### src/rtl/fact_accel_pkg.sv
// fact_accel_pkg: register offsets, FSM states and STATUS bit positions
// shared by the factorial accelerator and its datapath.
`default_nettype none

package fact_accel_pkg;

  localparam logic [1:0] FACT_N   = 2'b00;
  localparam logic [1:0] FACT_GO  = 2'b01;
  localparam logic [1:0] FACT_ST  = 2'b10;
  localparam logic [1:0] FACT_RES = 2'b11;

  typedef enum logic [0:0] {
    IDLE = 1'b0,
    CALC = 1'b1
  } state_t;

  localparam int DONE = 0;
  localparam int ERR  = 1;
  localparam int BUSY = 2;

endpackage

`default_nettype wire

### src/rtl/fact_accel_dp.sv
// fact_dp: countdown/product registers for the iterative factorial,
// one WIDTH x N_BITS multiply per step.
`default_nettype none

module fact_dp #(
  parameter int WIDTH  = 32,
  parameter int N_BITS = 4
) (
  input  logic              clk,
  input  logic              rst,
  input  logic              load,
  input  logic              step,
  input  logic [N_BITS-1:0] n,
  output logic              gt1,
  output logic [WIDTH-1:0]  prod
);

  logic [N_BITS-1:0] cnt;
  logic [WIDTH-1:0]  prod_next;

  // Zero-extending cnt keeps the product at WIDTH bits; higher bits are dropped.
  assign prod_next = prod * {{(WIDTH-N_BITS){1'b0}}, cnt};
  assign gt1       = cnt > N_BITS'(1);

  always_ff @(posedge clk or posedge rst) begin
    if (rst) begin
      cnt  <= '0;
      prod <= '0;
    end else if (load) begin
      cnt  <= n;
      prod <= WIDTH'(1);
    end else if (step) begin
      cnt  <= cnt - N_BITS'(1);
      prod <= prod_next;
    end
  end

endmodule

`default_nettype wire

### src/rtl/fact_accel.sv
// fact_accel: memory-mapped factorial peripheral (N, GO, STATUS, RESULT)
// with an iterative multiply FSM and a combinational read mux.
`default_nettype none

module fact_accel
  import fact_accel_pkg::*;
#(
  parameter int WIDTH  = 32,
  parameter int N_BITS = 4,
  parameter int MAX_N  = 12
) (
  input  logic             clk,
  input  logic             rst,
  input  logic             we,
  input  logic [1:0]       a,
  input  logic [WIDTH-1:0] wd,
  output logic [WIDTH-1:0] rd
);

  localparam logic [N_BITS-1:0] MAX_N_V = N_BITS'(MAX_N);

  state_t            state, state_next;
  logic [N_BITS-1:0] n_reg;
  logic              go_reg;
  logic              done, err, busy;
  logic [WIDTH-1:0]  result_reg;
  logic [WIDTH-1:0]  prod;
  logic              gt1;
  logic              start, n_ok;
  logic              load, step, finish, err_start;
  logic [2:0]        status;
  logic              unused_wd;

  assign unused_wd = ^wd[WIDTH-1:N_BITS];

  // A GO write only launches from IDLE; during CALC it merely updates go_reg.
  assign start = we && (a == FACT_GO) && wd[0] && (state == IDLE);
  assign n_ok  = n_reg <= MAX_N_V;

  always_ff @(posedge clk or posedge rst) begin
    if (rst) state <= IDLE;
    else     state <= state_next;
  end

  always_comb begin
    state_next = state;
    case (state)
      IDLE:    if (start && n_ok) state_next = CALC;
      CALC:    if (!gt1)          state_next = IDLE;
      default: state_next = IDLE;
    endcase
  end

  always_comb begin
    load      = 1'b0;
    step      = 1'b0;
    finish    = 1'b0;
    err_start = 1'b0;
    case (state)
      IDLE: begin
        load      = start && n_ok;
        err_start = start && !n_ok;
      end
      CALC: begin
        step   = gt1;
        finish = !gt1;
      end
      default: ;
    endcase
  end

  always_ff @(posedge clk or posedge rst) begin
    if (rst) begin
      n_reg      <= '0;
      go_reg     <= 1'b0;
      done       <= 1'b0;
      err        <= 1'b0;
      busy       <= 1'b0;
      result_reg <= '0;
    end else begin
      if (we && (a == FACT_N))  n_reg  <= wd[N_BITS-1:0];
      if (we && (a == FACT_GO)) go_reg <= wd[0];
      if (load) begin
        done <= 1'b0;
        err  <= 1'b0;
        busy <= 1'b1;
      end else if (err_start) begin
        done       <= 1'b1;
        err        <= 1'b1;
        busy       <= 1'b0;
        result_reg <= '0;
      end else if (finish) begin
        done       <= 1'b1;
        busy       <= 1'b0;
        result_reg <= prod;
      end
    end
  end

  fact_dp #(
    .WIDTH  (WIDTH),
    .N_BITS (N_BITS)
  ) u_dp (
    .clk  (clk),
    .rst  (rst),
    .load (load),
    .step (step),
    .n    (n_reg),
    .gt1  (gt1),
    .prod (prod)
  );

  always_comb begin
    status       = '0;
    status[DONE] = done;
    status[ERR]  = err;
    status[BUSY] = busy;
  end

  always_comb begin
    rd = '0;
    case (a)
      FACT_N:   rd = {{(WIDTH-N_BITS){1'b0}}, n_reg};
      FACT_GO:  rd = {{(WIDTH-1){1'b0}}, go_reg};
      FACT_ST:  rd = {{(WIDTH-3){1'b0}}, status};
      FACT_RES: rd = result_reg;
      default:  rd = '0;
    endcase
  end

endmodule

`default_nettype wire

### config.mk
export PLATFORM = sky130hd
export DESIGN_NAME = fact_accel
export DESIGN_NICKNAME = d
export VERILOG_FILES = /design/src/rtl/fact_accel_pkg.sv /design/src/rtl/fact_accel_dp.sv /design/src/rtl/fact_accel.sv
export SDC_FILE = /design/constraint.sdc
export NUM_CORES = 1
export LEC_CHECK = 0
export BUFFER_PORTS_ARGS = -buffer_cell sky130_fd_sc_hd__buf_2
export CAP_MARGIN = 20
export CORE_AREA = 2 2 139 141
export DETAILED_ROUTE_END_ITERATION = 8
export DIE_AREA = 0 0 141 143
export PLACE_DENSITY_LB_ADDON = 0.25
export SLEW_MARGIN = 20
export SYNTH_ARGS = -nofsm -noshare
export SYNTH_HDL_FRONTEND = slang
export SYNTH_SLANG_ARGS = --single-unit
### constraint.sdc
create_clock -name clk -period 6.4 [get_ports clk]
set_input_delay 1.28 -clock clk [delete_from_list [all_inputs] [get_ports clk]]
set_output_delay 1.28 -clock clk [all_outputs]
set_load 0.01 [all_outputs]
==> out/results.tsv <==
stage	metric	value	unit
logic_synthesis	synth_flop_cell	dfrtp_1	
floorplan	start_util	0.3925	
drt	wl_met3	846	microns
logic_synthesis	syn_avg_cell_area	8.296	sq um
sta	skew	14.49	ps
placement	dp_hpwl	12590	microns
sta	setup_violations	0	
worst_hold_path	hp-start	err	
logic_synthesis	synthArstFlopShare	1.000	
power_and_ir_drop	ir_worst_vdd	0.1350	mV
worst_setup_path	slowest_stage	o311ai_2	
global_routing	grt_pass1_vias	5966	
floorplan	dieWidth	141	microns
placement	place_congestion	0.8417	
worst_setup_path	r2r_slack	2250	ps
worst_setup_path	reg2reg_depth	14	
logic_synthesis	post-synth-top-area-fraction	0.2642	
worst_setup_path	crit_chain	buf_4 > and2_1 > fa_1 > inv_1 > fa_1 > inv_1 > ha_1 > a21o_1 > a21oi_1 > a21oi_2 > o311ai_2 > o21ai_0 > xnor2_1 > o21ai_0	
worst_setup_path	arrival	4370	ps
global_routing	grt_pass1_wl	30830	microns
global_routing	grt_max_degree	78	
power_and_ir_drop	p_leak	4.042	nW
clock_network	cts_max_level	3	
logic_synthesis	synth_area_leader_cell	dfrtp_1	
sta	relSlewSlack	0.4173	
logic_synthesis	ys_seq_area_frac	0.2642	
logic_synthesis	syn-cell-area	7292	sq um
placement	numPortBuffers	40	
worst_setup_path	crit_type	reg -> reg	
cells_and_area	final_cell_mix	146 x nand2_1, 120 x inv_1, 91 x and2_1	
clock_network	path_clk_slew	70	ps
cells_and_area	num_antenna_cells	0	
clock_network	clkSinkCount	77	
drt	drc	0	
clock_network	root_buffer	clkbuf_16	
sta	hold_viol_final	0	
floorplan	die_y	143	microns
worst_setup_path	critPathMaxStageDelay	580	ps
worst_setup_path	r2r_end	u_dp.prod[17]	
floorplan	pin_count	69	
logic_synthesis	synth_cell_type_count	65	
worst_setup_path	r2r_start	u_dp.cnt[3]	
worst_setup_path	required	6620	ps
drt	drtIter0Drc	340	
worst_hold_path	holdPathStages	1	
drt	drtAntennaViolNets	0	
sta	rsz0062_at_grt	no	
logic_synthesis	synth_seq_cells	77	
global_routing	grt-ovfl-total	0	
drt	top_layer	met4	
floorplan	rows	50	
worst_setup_path	endpoint_kind	flip-flop	
floorplan	core-area	18580	sq um
cells_and_area	final_nets	1025	
clock_network	cts_tree	done	
sta	max_freq	0.2412	GHz
worst_setup_path	crit_fanout	32	
drt	vias_per_cell	5.199	
sta	worst_slew_pin_slew	870.2	ps
global_routing	antenna_found_initial	0	
worst_hold_path	worst_hold_path_type	reg -> reg	
drt	routed_wl	18220	microns
clock_network	clockBufferDepth	2	
cells_and_area	drive_gt1_frac	0.1020	
cells_and_area	syn_to_final_growth	9.643	%
logic_synthesis	syn_nets	1007	
drt	vias	5906	
clock_network	post_cts_buffers	0	
sta	min_period_over_period	0.6479	
clock_network	numCtsBuffers	9	
logic_synthesis	yosys-top-cells-area	dfrtp_1 26%, fa_1 16%, and2_1 7.8%	
flow_run	maxCapViolations	0	
cells_and_area	layout_commonest_cell	nand2_1	
logic_synthesis	yosysWarnings	0	
clock_network	ctsHoldBuffers	0	
worst_setup_path	crit_path_start_kind	flip-flop	
placement	placed_area	7700	sq um
floorplan	dieArea	20160	sq um
sta	finalCriticalPeriod	4146	ps
worst_hold_path	min_to	err	
cells_and_area	fillers	1881	
drt	dr_wl_met2	8122	microns
sta	drv_slew	0	
power_and_ir_drop	power.density	354.5	nW/um^2
logic_synthesis	synth-edff-count	0	
sta	hold-worst-slack	478.1	ps
clock_network	post_cts_resized	0	
drt	dr.pass1.iters	4	
drt	wl_met1	9000	microns
drt	wl_per_cell	16.04	microns
cells_and_area	fin_area	7995	sq um
clock_network	clk_latency	360	ps
sta	setup_tns	0	ps
global_routing	grt_usage	0.1922	
run_status	outcome	complete, no violations	
logic_synthesis	syn_inst	879	
-- logic make-up after synthesis --
| group | Yosys count | synth area share |
|---|---|---|
| AO/OA/AOI/OAI | 172 | 0.1563 |
| XOR/XNOR | 21 | 0.02522 |
| adder cells (fa/ha/maj) | 91 | 0.2148 |
| buffers and inverters | 164 | 0.08511 |
| flip-flops | 77 | 0.2642 |
| multiplexers | 10 | 0.01664 |
| AND/OR/NAND/NOR | 344 | 0.2376 |
-- synthesized netlist by cell type, types with 5 or more instances --
| cell type | instances |
|---|---|
| nand2_1 | 146 |
| inv_1 | 121 |
| and2_1 | 91 |
| dfrtp_1 | 77 |
| a21oi_1 | 61 |
| fa_1 | 57 |
| clkbuf_1 | 38 |
| and3_1 | 35 |
| ha_1 | 34 |
| o21ai_0 | 28 |
| nor2_1 | 23 |
| a21o_1 | 15 |
| nand3_1 | 14 |
| xnor2_1 | 14 |
| nor3_1 | 8 |
| o211ai_1 | 8 |
| mux2_2 | 7 |
| xor2_1 | 7 |
| a22o_1 | 5 |
| nand4_1 | 5 |
| o21bai_1 | 5 |
-- critical path: cells and delay by family, from the launching register on --
kind                       cells  cell delay (ps)
buffers and inverters          3              330
adders and majority gates      3             1430
xor gates and xnor gates       1              180
DFF                            1              360
AOI/OAI and AO/OA              6             1490
and+or+nand+nor                1              200
-- report_power, final --
group          internal (mW)  leakage, nW  switching [mW]
registers              0.648         1.00           0.147
logic                  0.570         2.90           0.944
clock network          0.274        0.138           0.251
total                   1.49         4.04            1.34
-- metal layers --
metal	vias to the layer above	global-route usage
li1	2910	-
met1	2874	0.2818
met5	-	0
met4	0	0.05158
met2	106	0.3032
met3	16	0.02146
-- stage by stage --
step / total power [mW] / cells / util / worst slack (ps)
after CTS: 2.860 / 1136 / 0.4301 / 2261
after global placement: 2.292 / 1120 / 0.4144 / 2310
after global routing: 3.124 / 1136 / 0.4303 / 2021
after detailed placement: 2.326 / 1120 / 0.4144 / 2316
final: 2.834 / 1136 / 0.4303 / 2254
after floorplan: 1.923 / 879 / - / 2607
-- cell type report --
type,count,area (sq um),area share
clock inverters,7,66.31,0.008294
multi-input cells,638,4750,0.5941
repair buffers,50,279.0,0.03490
clock buffers,9,225.2,0.02817
inverters,121,455.4,0.05696
flip-flops and latches,77,1927,0.2410
well taps,234,292.8,0.03662
-- worst max path at each step --
stage / startpoint / endpoint / slack (ps) / depth (start not counted)
5_1_grt: u_dp.cnt[3] / u_dp.prod[17] / 2020 / 14
4_1_cts: u_dp.cnt[3] / u_dp.prod[17] / 2260 / 14
3_5_place_dp: u_dp.cnt[3] / u_dp.prod[17] / 2320 / 14
3_3_place_gp: u_dp.cnt[3] / u_dp.prod[17] / 2310 / 14
6_report: u_dp.cnt[3] / u_dp.prod[17] / 2250 / 14
2_1_floorplan: u_dp.cnt[2] / u_dp.prod[28] / 2610 / 14
Power figures use the tool's default switching activity.
